**src/rtl/bnn_pkg.sv**
```systemverilog
// Shared definitions for the BNN parameter-chain loader and its buffer.
package bnn_pkg;

    // Must match the tiny_bnn HIDDEN_UNITS/GLOBAL_OUTPUTS param chain length.
    localparam int unsigned CHAIN_BITS_DEFAULT = 192;
    localparam int unsigned ADDR_W_DEFAULT     = 5;

    typedef enum logic [2:0] {
        ST_IDLE,
        ST_SHIFT,
        ST_VERIFY,
        ST_READY,
        ST_XLO,
        ST_XHI,
        ST_SAMPLE
    } state_e;

endpackage

```
**src/rtl/bnn_param_buf.sv**
```systemverilog
// Parameter image buffer: byte-wide host writes, single-bit combinational read.
module bnn_param_buf
    import bnn_pkg::*;
#(
    parameter int unsigned CHAIN_BITS = CHAIN_BITS_DEFAULT,
    parameter int unsigned ADDR_W     = ADDR_W_DEFAULT,
    parameter int unsigned IDX_W      = $clog2(CHAIN_BITS)
) (
    input  logic              clk_i,
    input  logic              wr_en_i,
    input  logic [ADDR_W-1:0] wr_addr_i,
    input  logic [7:0]        wr_data_i,
    input  logic [IDX_W-1:0]  rd_idx_i,
    output logic              rd_bit_o
);

    localparam int unsigned NBYTES = CHAIN_BITS / 8;

    logic [CHAIN_BITS-1:0] buf_q;

    // Addresses at or beyond NBYTES match no byte lane and are dropped.
    always_ff @(posedge clk_i) begin
        for (int unsigned b = 0; b < NBYTES; b++) begin
            if (wr_en_i && wr_addr_i == ADDR_W'(b)) begin
                buf_q[b*8 +: 8] <= wr_data_i;
            end
        end
    end

    assign rd_bit_o = buf_q[rd_idx_i];

endmodule

```
**src/rtl/bnn_chain_loader.sv**
```systemverilog
// Loads, verifies and then drives the tiny BNN core: param chain shift/readback
// followed by two-nibble inference sequencing.
module bnn_chain_loader
    import bnn_pkg::*;
#(
    parameter int unsigned CHAIN_BITS = CHAIN_BITS_DEFAULT,
    parameter int unsigned ADDR_W     = ADDR_W_DEFAULT
) (
    input  logic              clk,
    input  logic              rst_n,
    input  logic              wr_en,
    input  logic [ADDR_W-1:0] wr_addr,
    input  logic [7:0]        wr_data,
    input  logic              start,
    input  logic              x_valid,
    input  logic [7:0]        x_data,
    output logic              net_setup,
    output logic              net_param,
    output logic              net_x_bank_hi,
    output logic [3:0]        net_x,
    input  logic [7:0]        net_out,
    output logic              busy,
    output logic              ready,
    output logic              err,
    output logic              y_valid,
    output logic [7:0]        y_data
);

    localparam int unsigned      CNT_W    = $clog2(CHAIN_BITS);
    localparam logic [CNT_W-1:0] CNT_LAST = CNT_W'(CHAIN_BITS - 1);

    state_e           state_q, state_d;
    logic [CNT_W-1:0] cnt_q, cnt_d;
    logic [7:0]       x_q, x_d;
    logic [7:0]       yd_q, yd_d;
    logic [3:0]       netx_q, netx_d;
    logic             smp_q, smp_d;
    logic             setup_q, setup_d;
    logic             param_q, param_d;
    logic             bank_q, bank_d;
    logic             err_q, err_d;
    logic             ready_q, ready_d;
    logic             yv_q, yv_d;
    logic             start_ok, wr_ok, rd_bit;

    assign start_ok = start && (state_q == ST_IDLE || state_q == ST_READY);
    assign wr_ok    = wr_en && (state_q == ST_IDLE || state_q == ST_READY);

    // Read port follows cnt_d so net_param is registered alongside the count.
    bnn_param_buf #(
        .CHAIN_BITS(CHAIN_BITS),
        .ADDR_W    (ADDR_W),
        .IDX_W     (CNT_W)
    ) u_buf (
        .clk_i    (clk),
        .wr_en_i  (wr_ok),
        .wr_addr_i(wr_addr),
        .wr_data_i(wr_data),
        .rd_idx_i (cnt_d),
        .rd_bit_o (rd_bit)
    );

    always_comb begin
        state_d = state_q;
        cnt_d   = cnt_q;
        x_d     = x_q;
        yd_d    = yd_q;
        smp_d   = smp_q;
        err_d   = err_q;
        ready_d = ready_q;
        yv_d    = 1'b0;

        case (state_q)
            ST_IDLE: begin
                if (start_ok) begin
                    err_d   = 1'b0;
                    ready_d = 1'b0;
                    cnt_d   = '0;
                    state_d = ST_SHIFT;
                end
            end
            ST_SHIFT: begin
                if (cnt_q == CNT_LAST) begin
                    cnt_d   = '0;
                    state_d = ST_VERIFY;
                end else begin
                    cnt_d = cnt_q + CNT_W'(1);
                end
            end
            ST_VERIFY: begin
                // param_q still holds buf[cnt_q]; the buffer is frozen while busy.
                if (net_out[7] != param_q) begin
                    err_d   = 1'b1;
                    cnt_d   = '0;
                    state_d = ST_IDLE;
                end else if (cnt_q == CNT_LAST) begin
                    ready_d = 1'b1;
                    cnt_d   = '0;
                    state_d = ST_READY;
                end else begin
                    cnt_d = cnt_q + CNT_W'(1);
                end
            end
            ST_READY: begin
                if (start_ok) begin
                    err_d   = 1'b0;
                    ready_d = 1'b0;
                    cnt_d   = '0;
                    state_d = ST_SHIFT;
                end else if (x_valid) begin
                    x_d     = x_data;
                    state_d = ST_XLO;
                end
            end
            ST_XLO: state_d = ST_XHI;
            ST_XHI: begin
                smp_d   = 1'b0;
                state_d = ST_SAMPLE;
            end
            ST_SAMPLE: begin
                if (!smp_q) begin
                    yd_d  = net_out;
                    smp_d = 1'b1;
                end else begin
                    yv_d    = 1'b1;
                    smp_d   = 1'b0;
                    state_d = ST_READY;
                end
            end
            default: state_d = ST_IDLE;
        endcase

        setup_d = (state_d == ST_IDLE) || (state_d == ST_SHIFT) || (state_d == ST_VERIFY);
        param_d = ((state_d == ST_SHIFT) || (state_d == ST_VERIFY)) && rd_bit;
        bank_d  = (state_d == ST_XHI);
        netx_d  = '0;
        if (state_d == ST_XLO) begin
            netx_d = x_d[3:0];
        end else if (state_d == ST_XHI) begin
            netx_d = x_d[7:4];
        end
    end

    always_ff @(posedge clk or negedge rst_n) begin
        if (!rst_n) begin
            state_q <= ST_IDLE;
            cnt_q   <= '0;
            x_q     <= '0;
            yd_q    <= '0;
            netx_q  <= '0;
            smp_q   <= 1'b0;
            setup_q <= 1'b1;
            param_q <= 1'b0;
            bank_q  <= 1'b0;
            err_q   <= 1'b0;
            ready_q <= 1'b0;
            yv_q    <= 1'b0;
        end else begin
            state_q <= state_d;
            cnt_q   <= cnt_d;
            x_q     <= x_d;
            yd_q    <= yd_d;
            netx_q  <= netx_d;
            smp_q   <= smp_d;
            setup_q <= setup_d;
            param_q <= param_d;
            bank_q  <= bank_d;
            err_q   <= err_d;
            ready_q <= ready_d;
            yv_q    <= yv_d;
        end
    end

    assign net_setup     = setup_q;
    assign net_param     = param_q;
    assign net_x_bank_hi = bank_q;
    assign net_x         = netx_q;
    assign busy          = (state_q == ST_SHIFT) || (state_q == ST_VERIFY);
    // A start seen in READY withdraws ready in the same cycle it is presented.
    assign ready         = ready_q && !(start && state_q == ST_READY);
    assign err           = err_q;
    assign y_valid       = yv_q;
    assign y_data        = yd_q;

endmodule
```
**config.mk**
```make
export PLATFORM = sky130hd
export DESIGN_NAME = bnn_chain_loader
export DESIGN_NICKNAME = d
export VERILOG_FILES = /design/src/rtl/bnn_pkg.sv /design/src/rtl/bnn_param_buf.sv /design/src/rtl/bnn_chain_loader.sv
export SDC_FILE = /design/constraint.sdc
export NUM_CORES = 1
export LEC_CHECK = 0
export BUFFER_PORTS_ARGS = -buffer_cell sky130_fd_sc_hd__buf_4
export CELL_PAD_IN_SITES_DETAIL_PLACEMENT = 0
export CELL_PAD_IN_SITES_GLOBAL_PLACEMENT = 1
export CORE_MARGIN = 5
export CORE_UTILIZATION = 45
export CTS_CLUSTER_DIAMETER = 80
export DETAILED_ROUTE_END_ITERATION = 6
export PLACE_DENSITY_LB_ADDON = 0.1
export SYNTH_ARGS = -nofsm -noshare
export SYNTH_HDL_FRONTEND = slang
export SYNTH_SLANG_ARGS = --single-unit
```
**constraint.sdc**
```tcl
create_clock -name clk -period 2.8 [get_ports clk]
set_clock_uncertainty 0.15 [all_clocks]
set_input_delay 0.56 -clock clk [delete_from_list [all_inputs] [get_ports clk]]
set_output_delay 0.56 -clock clk [all_outputs]
set_load 0.02 [all_outputs]
```
==> flow_summary_export.csv <==
group,metric,value,unit
floorplanning,design.die.area,24300,sq um
global_routing,grt_pass1_vias,6871,
clock_network,cts_tree,"yes",
clock_network,clock_latency,0.53,ns
sta,fin_crit_sh,110,%
final_layout,final_cells,1222,
placement,dpl.cell_count,1158,
synthesis,synth_cells,735,
synthesis,synth_top_cell_by_area,"edfxtp_1",
floorplanning,die_y,156,um
synthesis,synth_warnings,0,
min_path,hp-start,"x_data[2]",
clock_network,cts_htree_levels,1,
sta,rsz0062_at_grt,"true",
sta,hold_viol,0,
global_routing,grt_max_degree,35,
setup_path,crit_arrival,3.32,ns
outcome,violations,"negative setup slack",
final_layout,mostFrequentLayoutCell,"edfxtp_1",
synthesis,synth_cell_type_count,74,
synthesis,ys_seq_elements,226,
final_layout,fill_cells,1713,
final_layout,finalNetCount,962,
placement,place.gp.congestion,0.900,
synthesis,avgSynthCellArea,13.0,sq um
setup_path,end_kind,"flip-flop",
drt,via_per_inst,5.49,
synthesis,synthesis.nets,770,
synthesis,synth_ff_type,"edfxtp_1",
clock_network,cts-root-buf,"clkbuf_16",
final_layout,antenna_cells,0,
sta,post-route-min-period,3.07,ns
synthesis,yosys.area.top_type_share,60.2,%
final_layout,final_cell_mix,"edfxtp_1 (192), buf_4 (183), nand2_1 (155)",
setup_path,r2r_end,"net_param",
setup_path,reg2regPathDepth,15,
floorplanning,rows,53,
placement,hpwl,17100,um
floorplanning,initial_utilization,45.6,%
synthesis,synthTopCellsByArea,"edfxtp_1 (60%), dfrtp_1 (8.6%), nand2_1 (6.1%), mux2i_1 (2.9%), nor2_1 (2.2%)",
drt,drt-initial-drc-count,507,
min_path,hold_class,"in -> reg",
final_layout,area_growth,30.1,%
min_path,whs_path_depth,3,
power_and_ir_drop,leakage,0.00475,uW
sta,setup_violations,1,
power_and_ir_drop,p_total,13600,uW
global_routing,antenna_found_initial,1,
global_routing,grt_use_total,21.1,%
setup_path,rrSetupSlack,-0.27,ns
min_path,hold_end,"net_x[2]",
drt,num_vias,6712,
clock_network,cts_made_buffers,26,
setup_path,worstSetupPathType,"reg -> reg",
outcome,run_status,"finished, violations left",
setup_path,crit_path_start_kind,"flip-flop",
run,maxCapViolations,0,
power_and_ir_drop,switching_power,4930,uW
sta,worst_slew_pin_slew,0.832,ns
synthesis,synth-seq-area-share,69.1,%
power_and_ir_drop,p_int,8710,uW
drt,routedWlPerCell,21.2,um
power_and_ir_drop,combPwrFrac,46.6,%
setup_path,critPathMaxFanout,5,
floorplanning,ios,53,
final_layout,fin_util,59.3,%
synthesis,async_flop_share,15.0,%
global_routing,overflow,0,
floorplanning,die_w,156,um
sta,worst_slack,-0.268,ns
drt,drtPass1Iterations,5,
power_and_ir_drop,clock_power_share,24.4,%
setup_path,crit-reg2reg-launch,"state_q[0]",
power_and_ir_drop,vdd_drop_max,0.572,mV
power_and_ir_drop,p_seq_share,29.0,%
placement,dp_slack,-0.619,ns
floorplanning,design.core.area,21000,sq um
drt,detail-route-antenna-nets,0,
setup_path,cp.required,3.05,ns
final_layout,layout-drive-gt1-share,32.1,%
power_and_ir_drop,swShare,36.1,%
synthesis,netlist_area,9580,sq um
clock_network,clock_path_buffers,3,
drt,drt-total-wl,25900,um
placement,portBuffers,52,
sta,slew_headroom,44.0,%
drt,drc,0,
sta,finalMaxSlewViolations,0,
clock_network,clkTransAtPathRegs,0.06,ns
global_routing,grt_pass1_wl,39500,um
sta,finalHoldWorstSlack,0.0882,ns
sta,timing.fmax,326,MHz
synthesis,synth_edf_count,192,
clock_network,clock-sinks,226,
power_and_ir_drop,powerDensity,1090,nW/um^2
## routing by layer
| metal | routed length (um) | global-route usage, % |
|---|---|---|
| met2 | 12100 | 34.4 |
| met3 | 1440 | 3.55 |
| met5 | 13 | 0 |
| met1 | 11500 | 29.2 |
| met4 | 772 | 6.63 |
## registers in the layout, indices dropped and copies added (netlist names)
register and cells:
net_setup 1, cnt_q 8, smp_q 1, x_q 4, net_x 4, net_param 1
y_valid 1, state_q 3, y_data 8, net_x_bank_hi 1, ready_q 1, err 1
u_buf.buf_q 192
## power by group through the flow
stage | clock network, uW | logic [uW] | registers [uW]
final | 3320 | 6360 | 3950
after global routing | 3530 | 6790 | 3970
after CTS | 3380 | 6170 | 3950
after detailed placement | 0 | 5660 | 4010
after global placement | 0 | 5590 | 4010
after floorplan | 0 | 3080 | 4100
## worst max-delay path by stage
| stage | startpoint | to | cells past startpoint |
|---|---|---|---|
| after CTS | cnt_q[0] | net_param | 13 |
| after detailed placement | net_out[7] | net_param | 10 |
| after floorplan | state_q[1] | net_param | 13 |
| final | state_q[0] | net_param | 15 |
| after global routing | state_q[0] | net_param | 15 |
| after global placement | net_out[7] | net_param | 10 |
## per-stage QoR
stage | area [sq um] | setup TNS [ns]
final | 12500 | -0.268
after global routing | 12500 | -0.356
after CTS | 12300 | -0.239
after detailed placement | 11200 | -0.619
after global placement | 11200 | -0.555
after floorplan | 9620 | -0.0647
## cell families (layout without fill, tap and decap cells)
kind of cell,after synthesis,count (layout),share of synthesized area (%)
flops,226,226,69.1
compound gates,102,102,8.52
xor+xnor,5,5,0.614
simple gates,311,311,14.7
buf+inv,50,262,2.65
mux,40,40,4.34
fa+ha+maj,1,1,0.131
## worst max-delay path: stages, from the launching register on
cell,delay [ns]
dfrtp_1,0.40
buf_6,0.15
xor2_4,0.19
o21ai_4,0.26
buf_12,0.14
a21boi_4,0.05
buf_12,0.14
buf_4,0.13
a211oi_4,0.34
buf_6,0.19
buf_4,0.11
a31oi_1,0.09
a31oi_2,0.20
o211ai_1,0.13
buf_4,0.15
o2111a_1,0.12
## cell usage after synthesis (3+ instances only)
library cell	n
buf_2	15
buf_6	3
o21ai_0	10
o22ai_1	4
a32oi_1	16
a21oi_1	7
nand2_1	155
mux2_2	9
inv_1	10
nand2b_1	7
o32ai_1	3
nor3_1	10
a311oi_1	3
edfxtp_1	192
mux2_1	3
nand4b_1	4
nand3_1	37
mux2i_1	28
o2111ai_1	4
clkbuf_1	11
dfrtp_1	33
nand4_1	10
o211ai_1	7
and3_1	7
a31oi_1	18
nor2b_1	3
buf_4	6
nor2_1	56
## layout make-up
type                       count  area, sq um  share of cell area [%]
clock buffer                  31          669                    5.37
clock inverter                17          185                    1.49
inverter                      14         57.6                   0.462
multi-input combinational    459         2970                    23.8
sequential                   226         6620                    53.1
tap                          275          344                    2.76
timing repair buffer         199         1610                    12.9
timing repair inverter         1         6.26                  0.0502
## repair_timing
action                                  in CTS  in global routing
gates resized for setup                     32                 17
endpoints found under the hold margin       33                  0
pin swaps                                   17                 11
gates cloned                                 1                  0
hold buffers                                 1                  0
endpoints found under the setup margin       1                 25
buffers inserted                            10                  6
No activity file was read; power rests on OpenSTA's default activity.
